## config.mk

```make
export PLATFORM = sky130hd
export DESIGN_NAME = seq_countdown_timer
export DESIGN_NICKNAME = d
export VERILOG_FILES = /design/src/rtl/seq_countdown_pkg.sv /design/src/rtl/seq_down_counter.sv /design/src/rtl/seq_countdown_timer.sv
export SDC_FILE = /design/constraint.sdc
export NUM_CORES = 1
export LEC_CHECK = 0
export CORE_MARGIN = 4
export CORE_UTILIZATION = 46
export DETAILED_ROUTE_END_ITERATION = 6
export PLACE_DENSITY = 0.87
export SYNTH_ARGS = -nofsm -noshare
export SYNTH_HDL_FRONTEND = slang
export SYNTH_SLANG_ARGS = --single-unit
```

## constraint.sdc

```tcl
create_clock -name clk -period 2.3 [get_ports clk]
set_clock_uncertainty 0.05 [all_clocks]
set_input_delay 0.46 -clock clk [delete_from_list [all_inputs] [get_ports clk]]
set_output_delay 0.46 -clock clk [all_outputs]
set_load 0.02 [all_outputs]
```

## src/rtl/seq_countdown_pkg.sv

```systemverilog
// seq_countdown_pkg: shared state encoding and width limit for the countdown timer.
package seq_countdown_pkg;
    localparam int CD_WIDTH_MAX = 32;
    typedef enum logic [1:0] {IDLE, RUN, PAUSED} cd_state_e;
endpackage

```

## src/rtl/seq_down_counter.sv

```systemverilog
// seq_down_counter: loadable down-counter that saturates at zero and flags it.
module seq_down_counter
    import seq_countdown_pkg::*;
#(
    parameter int WIDTH = 8
) (
    input  logic             clk,
    input  logic             rst_n,
    input  logic             load,
    input  logic             en,
    input  logic [WIDTH-1:0] load_value,
    output logic [WIDTH-1:0] count,
    output logic             zero
);
    assign zero = count == '0;
    always_ff @(posedge clk or negedge rst_n) begin
        if (!rst_n) count <= '0;
        else if (load) count <= load_value;
        else if (en && !zero) count <= count - WIDTH'(1);
    end
endmodule

```

## src/rtl/seq_countdown_timer.sv

```systemverilog
// seq_countdown_timer: loadable countdown timer with valid/ready load and one-cycle done pulse.
// Define SEQ_COUNTDOWN_AUTORELOAD_EN to restart from the last loaded value on every completion.
module seq_countdown_timer
    import seq_countdown_pkg::*;
#(
    parameter int WIDTH = 8
) (
    input  logic             clk,
    input  logic             rst_n,
    input  logic             load_valid,
    output logic             load_ready,
    input  logic [WIDTH-1:0] load_value,
    input  logic             pause,
    input  logic             abort,
    output logic [WIDTH-1:0] count,
    output logic             busy,
    output logic             done
);
    cd_state_e state;
    logic accept, kill, run, last, ld, zero;
    logic [WIDTH-1:0] ld_value;
    assign load_ready = state == IDLE;
    always_comb begin
        accept = load_valid && load_ready;
        kill = abort && !load_ready;
        run = state == RUN && !abort && !pause;
        last = run && count == WIDTH'(1);
    end
`ifdef SEQ_COUNTDOWN_AUTORELOAD_EN
    logic [WIDTH-1:0] reload;
    always_ff @(posedge clk or negedge rst_n) begin
        if (!rst_n) reload <= '0;
        else if (accept) reload <= load_value;
    end
    assign ld = accept || kill || last;
    assign ld_value = kill ? '0 : accept ? load_value : reload;
`else
    assign ld = accept || kill;
    assign ld_value = kill ? '0 : load_value;
`endif
    seq_down_counter #(.WIDTH(WIDTH)) u_cnt (
        .clk(clk),
        .rst_n(rst_n),
        .load(ld),
        .en(run && !zero),
        .load_value(ld_value),
        .count(count),
        .zero(zero)
    );
    always_ff @(posedge clk or negedge rst_n) begin
        if (!rst_n) begin
            state <= IDLE;
            busy <= 1'b0;
            done <= 1'b0;
        end else begin
            done <= (accept && load_value == '0) || last;
            case (state)
                IDLE: if (accept && load_value != '0) begin
                    state <= RUN;
                    busy <= 1'b1;
                end
                RUN: if (abort) begin
                    state <= IDLE;
                    busy <= 1'b0;
                end else if (pause) state <= PAUSED;
                else if (last) begin
`ifdef SEQ_COUNTDOWN_AUTORELOAD_EN
                    state <= RUN;
`else
                    state <= IDLE;
                    busy <= 1'b0;
`endif
                end
                PAUSED: if (abort) begin
                    state <= IDLE;
                    busy <= 1'b0;
                end else if (!pause) state <= RUN;
                default: begin
                    state <= IDLE;
                    busy <= 1'b0;
                end
            endcase
        end
    end
endmodule

```

==> impl_summary.txt <==
----------------------------------------------------
[Run status]
  Outcome ... complete, no violations

[Critical path]
  Crit-path cells ... nor2_1 > clkdlybuf4s50_1
  Worst setup EP type ... primary output
  Type of the worst setup path ... reg2out
  Arrival time of the worst setup path ... 1.59 ns
  Worst Path Buf+Inv ... 1
  Maximum fanout count along the critical path ... 9
  Worst endpoint required time ... 1.79 ns
  Kind of launch point of the worst setup path ... register
  Maximum cell stage delay along the critical path ... 0.62 ns
  Gate family responsible for the most delay along the worst path ... buffers and inverters
  Library cell contributing the largest single delay on the critical path ... clkdlybuf4s50_1

[Die]
  Placement row count ... 15
  Count of pins on the block boundary ... 24
  Area of the placeable core ... 1727 um^2
  Initial Utilization ... 48.77%
  Die Height ... 50.79 um
  Full die area ... 2579 um^2
  Die Span X ... 50.79 um

[Timing]
  Setup TNS ... 0 ns
  Slew headroom ... 60.89%
  Count of endpoints failing setup in the final report ... 0
  Period minus WS final ... 2.096 ns
  Max Clock Freq ... 477.1 MHz
  Worst Max-Slew Pin Slew ... 0.5848 ns
  RSZ-0062 raised after global routing ... no
  Final period utilization ... 91.12%
  Final Max Tran Viols ... 0
  Number of hold-slack violations in the final timing report ... 0

[GRT]
  Pin count of the biggest net entering global routing ... 13
  Number of antenna violations at the first check in global routing ... 0
  Grt total ovfl ... 0
  Global routing usage summed across all routing layers ... 19.50%
  First-pass GRT wire length ... 3808 um
  Via count of the first global-routing pass ... 801

[Power and ir drop]
  Sum of internal, switching and leakage power ... 0.001083 W
  Power Density ... 956.2 nW/um^2
  P_leak ... 0.4641 nW
  Worst voltage drop across the vdd grid ... 582.7 uV

[Routing]
  Via density per instance ... 6.107
  Detail Route Antenna Nets ... 0
  Number of remaining DRC errors ... 0
  Total wire length ... 2285 um
  TritonRoute pass-1 iters ... 4
  Count of routing violations after the opening detailed-route iteration ... 25
  Routed WL per cell ... 16.32 um
  Overall via count from detail_route ... 855

[Clock network]
  Post-CTS sizing ... 0
  Clock Sinks ... 12
  Clock-pin slew of the registers on the worst-case setup and hold paths ... 0.08 ns
  CTS tree ... yes
  Post-CTS Setup Bufs ... 0
  Count of hold-fix buffers inserted at cts ... 0
  Clk root buf ... clkbuf_4
  Number of clock buffers inserted by TritonCTS ... 3
  Clock Tree Buf Depth ... 2
  Clock Latency Late Sink ... 0.28 ns
  Level count of the clock H-tree ... 1

[Worst hold path]
  Min-Delay Path Class ... in2async

[Layout]
  Most common cell after layout, fill and taps aside ... clkdlybuf4s50_1
  Post-layout nets ... 133
  Fraction of final layout cells with drive strength greater than 1 ... 12.17%
  Final std cells w/o fill ... 140
  Commonest non-fill, non-tap cells in the layout ... 23 x clkdlybuf4s50_1, 12 x dfrtp_1, 10 x nand2_1
  Final std cell area, no fill ... 1132 um^2
  Count of inserted antenna diode cells ... 0
  Layout-stage area growth over the synthesis result ... 34.47%

[Yosys]
  Mean cell area of the mapped netlist ... 9.569 um^2
  Share of synthesized registers carrying an async set or reset ... 100.0%
  Cell variety after synth ... 40
  Sequential-to-total area share from yosys stat ... 35.66%
  Synthesis Warnings ... 0
  Most used DFF post-synth ... dfrtp_1
  Synthesis-stage register bit count ... 12
  Syn_nets ... 104
  Gate Count Post-Synth ... 88
  EDFF count, synth ... 0
  Mapped Area ... 842.1 um^2

[Place]
  Total instance count after detailed placement ... 137
  Post-DP HPWL ... 1678 um
  Quantity of I/O buffers inserted on ports ... 23
  Last weighted congestion value of the routability-driven placer ... 0.8514
  Cell area after placement ... 1110 um^2

[Flow run]
  Maxcap violations ... 0

----------------------------------------------------
[where the power goes]
group | internal, W | switching, W
clock | 0.0000609 | 0.0000739
sequential | 0.000269 | 0.000114
combinational | 0.000272 | 0.000293
total | 0.000602 | 0.000481
[worst reg2reg max path: cells and delay by family, from the launching register on]
kind	cells	cell delay, ns
adders and majority gates	1	0.15
and+or+nand+nor	2	0.72
buffers and inverters	1	0.17
AOI/OAI and AO/OA	2	0.35
DFF	1	0.47
[path summary, 6_finish.rpt]
path                                 from              to  slack, ns  cells past startpoint
min in group clk                     busy            busy       0.51                      2
hold / removal                      rst_n            busy       0.49                      1
setup / recovery                 state[1]      load_ready       0.20                      2
setup reg to reg           u_cnt.count[0]  u_cnt.count[4]       0.28                      6
hold reg to reg                      busy            busy       0.51                      2
max in group asynchronous           rst_n  u_cnt.count[3]       1.32                      1
[per-stage QoR]
step / setup WS (ns) / hold WS [ns] / util [%]
after floorplan: 0.3729 / 0.1144 / -
after global placement: 0.1570 / 0.4813 / 64.28
after detailed placement: 0.08313 / 0.5051 / 64.28
after CTS: 0.2008 / 0.5066 / 65.58
after global routing: 0.1253 / 0.5195 / 65.58
final: 0.2042 / 0.4937 / 65.58
[state kept, by name, indices dropped and copies added, names as in the netlist]
signal       flops
state            2
busy             1
done             1
u_cnt.count      8
[per-layer routing]
layer / track usage (%) / routed length [um] / vias to the layer above / share of wire (%)
met5: 0 / 0 / - / 0
met4: 6.726 / 40 / 0 / 1.8
met3: 4.451 / 184 / 6 / 8.1
met2: 31.74 / 1112 / 49 / 49
met1: 25.18 / 948 / 408 / 41
li1: - / - / 392 / -
[area by class of cell]
cell class	instances	area, um^2
Fill cell	155	594.3
Multi-Input combinational cell	70	510.5
Sequential cell	12	300.3
Timing Repair Buffer	26	252.7
Tap cell	25	31.28
Clock buffer	3	22.52
Inverter	4	15.01
[synthesized netlist by cell type, types with 2 or more instances]
cell / number / area share [%]
o21a_1: 2 / 1.8
nor3b_1: 4 / 3.6
a22oi_1: 2 / 1.8
nand2_1: 10 / 4.5
a21oi_1: 6 / 3.6
nor4_1: 2 / 1.5
dfrtp_1: 12 / 36
nand4_1: 2 / 1.5
ha_1: 3 / 4.5
inv_1: 4 / 1.8
o211a_1: 2 / 2.4
o21ai_0: 4 / 2.4
nor2_1: 4 / 1.8
o31ai_1: 3 / 2.7
nor3_1: 3 / 1.8
[cells by family (layout without fill, tap and decap cells)]
group,count (synthesis),after routing,share of synthesized area [%]
AND/OR/NAND/NOR,36,36,27.79
AO/OA/AOI/OAI,28,28,24.81
buffers and inverters,6,33,3.714
flip-flops,12,12,35.66
adder cells (fa/ha/maj),3,3,4.458
XOR/XNOR,1,1,1.040
multiplexers,2,2,2.526
(Power assumes the default switching activity.)
